<file path="config.mk">
export PLATFORM = sky130hd
export DESIGN_NAME = posit_encode_round
export DESIGN_NICKNAME = d
export VERILOG_FILES = /design/src/rtl/posit_pkg.sv /design/src/rtl/posit_regime_shifter.sv /design/src/rtl/posit_encode_round.sv
export SDC_FILE = /design/constraint.sdc
export NUM_CORES = 1
export LEC_CHECK = 0
export CAP_MARGIN = 20
export CORE_MARGIN = 2
export CORE_UTILIZATION = 33
export DETAILED_ROUTE_END_ITERATION = 6
export GPL_ROUTABILITY_DRIVEN = 1
export PLACE_DENSITY_LB_ADDON = 0.08
export SYNTH_ARGS = -nofsm -noshare
export SYNTH_HDL_FRONTEND = slang
export SYNTH_SLANG_ARGS = --single-unit
</file>
<file path="constraint.sdc">
create_clock -name clk -period 3.3 [get_ports clk]
set_clock_uncertainty 0.15 [all_clocks]
set_input_delay 0.33 -clock clk [delete_from_list [all_inputs] [get_ports clk]]
set_output_delay 0.33 -clock clk [all_outputs]
set_load 0.01 [all_outputs]
</file>
<file path="src/rtl/posit_pkg.sv">
// Shared widths, constants and stage types for the 16-bit, es=1 posit encode/round back end.
package posit_pkg;

    localparam int N      = 16;
    localparam int ES     = 1;
    localparam int SF_W   = N - 9;
    localparam int MANT_W = N - 4;
    localparam int BODY_W = N - 1;

    localparam logic [N-1:0] ZERO   = 16'h0000;
    localparam logic [N-1:0] NAR    = 16'h8000;
    localparam logic [N-1:0] MAXPOS = 16'h7FFF;
    localparam logic [N-1:0] MINPOS = 16'h0001;

    // Everything stage 2 needs to finish the word.
    typedef struct packed {
        logic              s;
        logic              special;
        logic [BODY_W-1:0] body;
        logic              rb;
        logic              st;
    } stage1_t;

endpackage

</file>
<file path="src/rtl/posit_regime_shifter.sv">
// Combinational stage-1 datapath: builds the regime from the scale factor, appends the
// exponent/fraction tail and splits the result into body, round bit and sticky.
module posit_regime_shifter
    import posit_pkg::*;
(
    input  logic              s,
    input  logic [SF_W-1:0]   sf,
    input  logic [MANT_W-1:0] mant,
    input  logic              guard,
    input  logic              sticky,
    output logic [BODY_W-1:0] body,
    output logic              rb,
    output logic              st
);

    localparam int TAIL_W = MANT_W + 3;
    localparam int WORD_W = BODY_W + TAIL_W;
    localparam logic [BODY_W-1:0] ALL_ONES = '1;

    logic [SF_W-2:0]   k_u;
    logic [SF_W-2:0]   k_neg;
    logic              e;
    logic [4:0]        reg_len;
    logic [4:0]        shamt;
    logic [BODY_W-1:0] reg_bits;
    logic [WORD_W-1:0] word;

    // sf >>> 1 is just sf without its LSB, read as a signed 6-bit k.
    assign k_u   = sf[SF_W-1:1];
    assign k_neg = '0 - k_u;
    assign e     = sf[0];

    // Regime right-aligned in reg_bits, reg_len of its bits meaningful.
    // NOTE: every always_comb output gets a default first so no path can infer a latch.
    always_comb begin
        reg_len  = 5'(BODY_W);
        reg_bits = '0;
        if (!k_u[SF_W-2]) begin
            if (k_u > 6'd13) begin
                reg_bits = ALL_ONES;
            end else begin
                reg_len  = 5'(k_u) + 5'd2;
                reg_bits = ~(ALL_ONES << (k_u + 6'd1)) << 1;
            end
        end else begin
            if (k_neg <= 6'd14) begin
                reg_len  = 5'(k_neg) + 5'd1;
                reg_bits = BODY_W'(1);
            end
        end
    end

    // Left-justify the regime; the unused high bits of reg_bits fall off the top.
    assign shamt = 5'(BODY_W) - reg_len;
    assign word  = {reg_bits ^ {BODY_W{s}}, e ^ s, mant, guard, sticky} << shamt;

    assign body = word[WORD_W-1 -: BODY_W];
    assign rb   = word[TAIL_W-1];
    assign st   = |word[TAIL_W-2:0];

endmodule

</file>
<file path="src/rtl/posit_encode_round.sv">
// Two-stage posit encoder/rounder with valid/ready flow control: stage 1 places the regime,
// stage 2 applies round-to-nearest-even and saturates away from zero and NaR.
module posit_encode_round
    import posit_pkg::*;
(
    input  logic              clk,
    input  logic              rst_n,
    input  logic              i_valid,
    output logic              o_ready,
    input  logic              i_s,
    input  logic [SF_W-1:0]   i_sf,
    input  logic [MANT_W-1:0] i_mant,
    input  logic              i_guard,
    input  logic              i_sticky,
    input  logic              i_nzn,
    output logic              o_valid,
    input  logic              i_ready,
    output logic [N-1:0]      o_posit
);

    logic              stall;
    logic              v1_q;
    logic              v2_q;
    stage1_t           s1_d;
    stage1_t           s1_q;
    logic [N-1:0]      posit_d;
    logic [N-1:0]      posit_q;
    logic [BODY_W-1:0] sh_body;
    logic              sh_rb;
    logic              sh_st;
    logic              round_up;
    logic [BODY_W:0]   sum;

    // A single global enable: the whole pipe freezes, bubbles included.
    assign stall   = v2_q & ~i_ready;
    assign o_ready = ~stall;
    assign o_valid = v2_q;
    assign o_posit = posit_q;

    posit_regime_shifter u_shifter (
        .s      (i_s),
        .sf     (i_sf),
        .mant   (i_mant),
        .guard  (i_guard),
        .sticky (i_sticky),
        .body   (sh_body),
        .rb     (sh_rb),
        .st     (sh_st)
    );

    always_comb begin
        s1_d = '{s: i_s, special: ~i_nzn, body: sh_body, rb: sh_rb, st: sh_st};
        if (!i_nzn) begin
            s1_d.body = '0;
            s1_d.rb   = 1'b0;
            s1_d.st   = 1'b0;
        end
    end

    // Carry out of the body means we were already at the largest magnitude.
    assign round_up = s1_q.rb & (s1_q.body[0] | s1_q.st);
    assign sum      = {1'b0, s1_q.body} + {{BODY_W{1'b0}}, round_up};

    always_comb begin
        posit_d = {s1_q.s, sum[BODY_W-1:0]};
        if (s1_q.special) begin
            posit_d = s1_q.s ? NAR : ZERO;
        end else if (sum[BODY_W]) begin
            posit_d = {s1_q.s, MAXPOS[BODY_W-1:0]};
        end else if (sum[BODY_W-1:0] == '0) begin
            posit_d = {s1_q.s, MINPOS[BODY_W-1:0]};
        end
    end

    // NOTE: state uses non-blocking assignments so both stages sample pre-edge values.
    always_ff @(posedge clk or negedge rst_n) begin
        if (!rst_n) begin
            v1_q    <= 1'b0;
            v2_q    <= 1'b0;
            s1_q    <= '0;
            posit_q <= '0;
        end else if (!stall) begin
            v1_q    <= i_valid;
            v2_q    <= v1_q;
            s1_q    <= s1_d;
            posit_q <= posit_d;
        end
    end

endmodule

</file>
== Word-level counts from Yosys, hierarchy flattened ==
Cells that the tools add are included.
Word-level totals
  logic and storage cells: 40
  flip-flop bits (word level): 37
Operators by class
  reduce and logical (&&, ||, !) cells: 2
  multiplexer cells: 11
  bitwise gates (word level): 9
  shift operators: 2
  add/subtract/negate cells: 6
  magnitude comparators: 2
Operator list (number)
  $mux 15: 4
  $mux 16: 2
  $shl 30x5->30: 1
  $mux 17: 1
  $add 15x1->16: 1
  $logic_not 15->1: 1
  $mux 5: 3
  $shl 15x6->14 const A: 1
  $xor 15x15->15: 1
  $not 14->14: 1
  $reduce_or 14->1: 1
  $add 6x1->6 const B: 1
  $gt 6x4->1 const B: 1
  $le 6x4->1 const B: 1
  $sub 1x6->6 const A: 1
  $add 5x1->5 const B: 1
  $add 5x2->5 const B: 1
  $sub 4x5->5 const A: 1
  $not 1->1: 3
  $and 1x1->1: 2
  $mux 1: 1
  $or 1x1->1: 1
  $xor 1x1->1: 1

== Logic depth before layout (Yosys ltp) ==
Gate-level depths: netlist of run 1.
  word-level depth: 9
  mapped depth: 15

== Modules after synthesis ==
From an unflattened synthesis of run 1, not the netlist that was laid out.
Unflattened totals
  cells, all modules: 605
  area total of the unflattened synthesis: 4579.4 µm²
By module, submodules not included
  posit_regime_shifter: times used 1, cells each 389, area each 2575.0 µm², sequential area each 0.0 µm²
  posit_encode_round: times used 1, cells each 216, area each 2004.4 µm², sequential area each 925.9 µm²

== Worst setup path after synthesis of run 1 ==
Ideal clock, no wire load.
  path type: input port to flip-flop
  from: in i_sf[1]
  to: reg s1_q[0] (netlist bit)
  buffers on the path: 2
  stages: 13
  data arrival time: 3112 ps
  required time: 3015 ps
  setup time: 135 ps
  slack: -97 ps
  path through: buf_4 clkinv_1 ha_1 xor2_2 o311ai_4 a2bb2oi_2 buf_2 mux2i_1 mux2i_1 mux2i_1 mux2i_1 nor4_1 a32oi_1
Between the ends
  word-level cells in the longest chain between the ends: 9
  elaborated cells between the ends (all ways): 19
  those cells by class: 5 x add/sub; 2 x order compare; 2 x shift; 7 x mux; 2 x bitwise; 1 x reduce/logical
Ends and longest elaborated chain
  from (decl): line posit_encode_round.sv:11  | input logic [SF_W-1:0] i_sf,
  parallel branches: the longest is 6 deep, another holds $sub 1x6->6
  $shl 30x5->30 *: line posit_regime_shifter.sv:55  | assign word = {reg_bits ^ {BODY_W{s}}, e ^ s, mant, guard, sticky} << shamt;
  $reduce_or 14->1 *: line posit_regime_shifter.sv:59  | assign st = |word[TAIL_W-2:0];
  $mux 17 *: line posit_encode_round.sv:53  | if (!i_nzn) begin
  to (signal assigned): line posit_encode_round.sv:80  | s1_q <= '0;
  to (signal assigned): line posit_encode_round.sv:85  | s1_q <= s1_d;
  to (decl): line posit_encode_round.sv:25  | stage1_t s1_q;
Mark *: on every way between the ends.
A chain may end at the register's enable or synchronous reset.

== Final worst setup path of run 1 ==
  from: in i_sf[3]
  to: reg s1_q[0] (netlist bit)
The elaborated chain is that of the path after synthesis.

==> results.py, run 1 <==
metrics = {
    "route": {
        "drc": 0,
        "vias_per_cell": 5.47,
        "drtIter0Drc": 202,
        "final_antenna_net_count": 0,
        "vias": 4028,
        "wl_mm": 12.5,
        "firstDrtPassIters": 4,
        "wl_per_cell_um": 16.9,
    },
    "worst_hold_path": {
        "min_path_type": "input pin to asynchronous set/reset pin",
    },
    "clocking": {
        "clockBufferDepth": 2,
        "clock_latency_ps": 280,
        "ctsHoldBuffers": 0,
        "htree_levels": 2,
        "clk_pin_slew_ps": 60,
        "clockRootBuffer": "clkbuf_16",
        "cts_made_buffers": 5,
        "cts.sinks": 37,
        "cts_tree": "yes",
    },
    "cells_and_area": {
        "fin_util_pct": 48.9,
        "multiInputGateArea_mm2": 0.00293,
        "final_cell_area_mm2": 0.00558,
        "final_layout_size_suffix_gt1_share_pct": 30.1,
        "nFillCells": 1145,
        "nets": 629,
        "diodes": 0,
        "seq_area_um2": 926,
        "area_growth_pct": 44.2,
    },
    "timing": {
        "setup_ws_ps": 145,
        "timing.fmax_mhz": 317,
        "max_slew_margin_pct": 43.9,
        "tightest_slew_ps": 841,
        "fin_hold_ws_ps": 8.85,
        "slew_violations": 0,
        "tns_ps": 0,
        "hold_viol_final": 0,
        "finalCriticalPeriod_ps": 3160,
        "finalCritPeriodShare_pct": 95.6,
        "setup_violations": 0,
    },
    "pwr": {
        "combPwrFrac_pct": 48.6,
        "pwr-share-clk_pct": 22.0,
        "internal_power_mw": 1.32,
        "cellLeakagePower_nw": 2.49,
        "p_sw_share_pct": 35.9,
        "sequentialPowerShare_pct": 29.4,
        "peakVddDrop_uv": 323,
        "p_sw_mw": 0.738,
        "p_per_area_mw_per_mm2": 368,
    },
    "floorplan": {
        "start_util_pct": 33.9,
        "core_mm2": 0.0114,
        "die_y_um": 112,
        "rows": 39,
        "die-area_mm2": 0.0126,
        "ioPinCount": 45,
        "fp.dieW_um": 112,
    },
    "synth": {
        "synth_fp_nets": 499,
        "synthArstFlopShare_pct": 100,
        "synth_edf_count": 0,
        "netlist_instances": 463,
        "ys_ff_latch": 37,
        "synth_area_mm2": 0.00387,
        "synth_cell_types": 79,
        "synth_area_leaders": "dfrtp_1 (24%), mux2i_1 (9.0%), nand2_1 (5.1%)",
        "postSynthAreaPerCell_um2": 8.36,
        "synth_top_flop_cell": "dfrtp_1",
        "synth.top_cell.area_share_pct": 23.9,
        "yosys_warnings": 0,
        "post-synth-top-area-cell": "dfrtp_1",
        "yosysSeqAreaShare_pct": 23.9,
    },
    "placement": {
        "pre_cts_ws_ps": -620,
        "place_area_mm2": 0.00515,
        "gp_congestion": 0.886,
        "dp_hpwl_mm": 9.93,
        "portBuffers": 44,
    },
    "global_route": {
        "grt_start_max_net_pins": 52,
        "grt_pass1_wl_mm": 20.5,
        "grt_pass1_vias": 4059,
        "grt_overflow": 0,
        "antenna_found_initial": 0,
        "grt_use_total_pct": 19.9,
    },
    "job": {
        "cap_violations": 0,
    },
    "setup_path": {
        "rr_startpoint": "s1_q[2]",
        "crit_path_start": "i_sf[3]",
        "cp.required_ps": 3350,
        "worstPathArrival_ps": 3200,
        "crit_type": "input pin to flip-flop",
        "endpoint_kind": "flip-flop",
        "critPathLaunchType": "input pin",
        "cp_max_fo": 8,
    },
    "status": {
        "status": "complete, no violations",
    },
}
## Yosys cell counts, drive strengths merged, types with 3 or more instances
cell and count:
mux2i 35, a211oi 18, a31oi 12, o21ai 22
a21boi 3, a32o 3, o21a 4, xor2 8
o221ai 3, or2 3, a32oi 4, a21oi 22
xnor2 18, a221oi 4, nand3 16, dfrtp 37
and3 4, nand2b 6, a22o 5, nor2 25
o211ai 5, o311ai 3, clkbuf 13, o31ai 7
ha 9, o22ai 4, or3 4, nor3 11
a22oi 4, inv 10, buf 23, a21o 18
nand4 4, mux2 10, nor4 4, nand2 53
## per-stage QoR
| step | cells | power [mW] |
|---|---|---|
| final | 737 | 2.06 |
| after global routing | 737 | 2.19 |
| after CTS | 734 | 2.05 |
| after detailed placement | 721 | 1.55 |
| after global placement | 721 | 1.54 |
| after floorplan | 463 | 1.13 |
## layer usage
metal	wire length [µm]	track usage (%)
met2	6370	35.7
met3	327	1.62
met5	0	0
met1	5610	25.7
met4	150	5.04
## layout by cell type, fill, tap and decap left out, types with 5 or more instances in the layout
cell type        Yosys  layout
a211oi_1            17      16
a21o_1              18      17
a21oi_1             21      20
a31oi_1             12      11
buf_4                5     106
buf_6                3       5
clkbuf_16            0       5
clkdlybuf4s50_1      0      41
dfrtp_1             37      37
ha_1                 9       6
inv_1               10       8
mux2_2               9       8
mux2i_1             35      25
mux2i_2              0       5
mux2i_4              0       5
nand2_1             53      53
nand2b_1             6       5
nand3_1             16      16
nor2_1              25      25
nor3_1              11      10
o21ai_0             19      16
o31ai_1              7       7
xnor2_1             18      17
xor2_1               7       7
## sequential cells by signal, indices dropped and copies added, names as in the netlist
register and cells:
s1_q 19, v1_q 1, o_posit 16, o_valid 1
## final timing paths
path	endpoint	slack [ps]	cells after the start
setup / recovery	s1_q[0]	140	14
hold / removal	o_posit[10]	9	1
setup reg to reg	o_posit[0]	520	11
hold reg to reg	v1_q	310	2
max in group asynchronous	o_posit[0]	2460	1
min in group clk	v1_q	310	2
## power by group through the flow
stage / logic [mW] / clock network, mW / registers, mW
2_1_floorplan: 0.525 / 0 / 0.601
6_report: 0.999 / 0.452 / 0.604
4_1_cts: 0.981 / 0.468 / 0.604
3_5_place_dp: 0.935 / 0 / 0.612
5_1_grt: 1.09 / 0.486 / 0.617
3_3_place_gp: 0.930 / 0 / 0.609
## worst max-delay path, cell delays in order
cell             delay [ps]
clkdlybuf4s50_1         510
inv_2                    70
ha_4                    170
nor4bb_4                160
and3_4                  180
nor4_4                  230
buf_4                   200
a22o_4                  200
buf_12                  140
mux2i_1                 200
mux2_4                  210
and3b_1                 180
a41o_1                  230
a32oi_1                 180
## cell families after synthesis
group,after synthesis,share of synthesized area (%)
AOI/OAI and AO/OA,153,29.9
xor gates and xnor gates,26,6.08
adders and majority gates,9,2.91
buffers and inverters,48,6.14
DFF,37,23.9
muxes,45,12.1
and+or+nand+nor,145,19.0
## area by class of cell
| type | count | share of cell area [%] |
|---|---|---|
| multi-input combinational | 378 | 52.4 |
| tap | 143 | 3.21 |
| inverter | 12 | 0.829 |
| clock buffer | 8 | 2.44 |
| timing repair buffer | 159 | 24.5 |
| sequential | 37 | 16.6 |
## timing repair
item | 4_1_cts | 5_1_grt
buffers inserted | 5 | 3
pin swaps | 8 | 7
resized for setup | 30 | 19
hold endpoints to repair | 0 | 0
endpoints found under the setup margin | 17 | 13
Power figures use the tool's default switching activity.
==> run 2: changes to the inputs <==
CTS_CLUSTER_SIZE = 40   (was not set)
==> results of run 2 <==
No change in the layout: final DEF, timing and power equal those of run 1.
==> run 3: changes to the inputs <==
CTS_CLUSTER_DIAMETER = 80   (was not set)
==> results of run 3 <==
No change in the layout: final DEF, timing and power equal those of run 1.
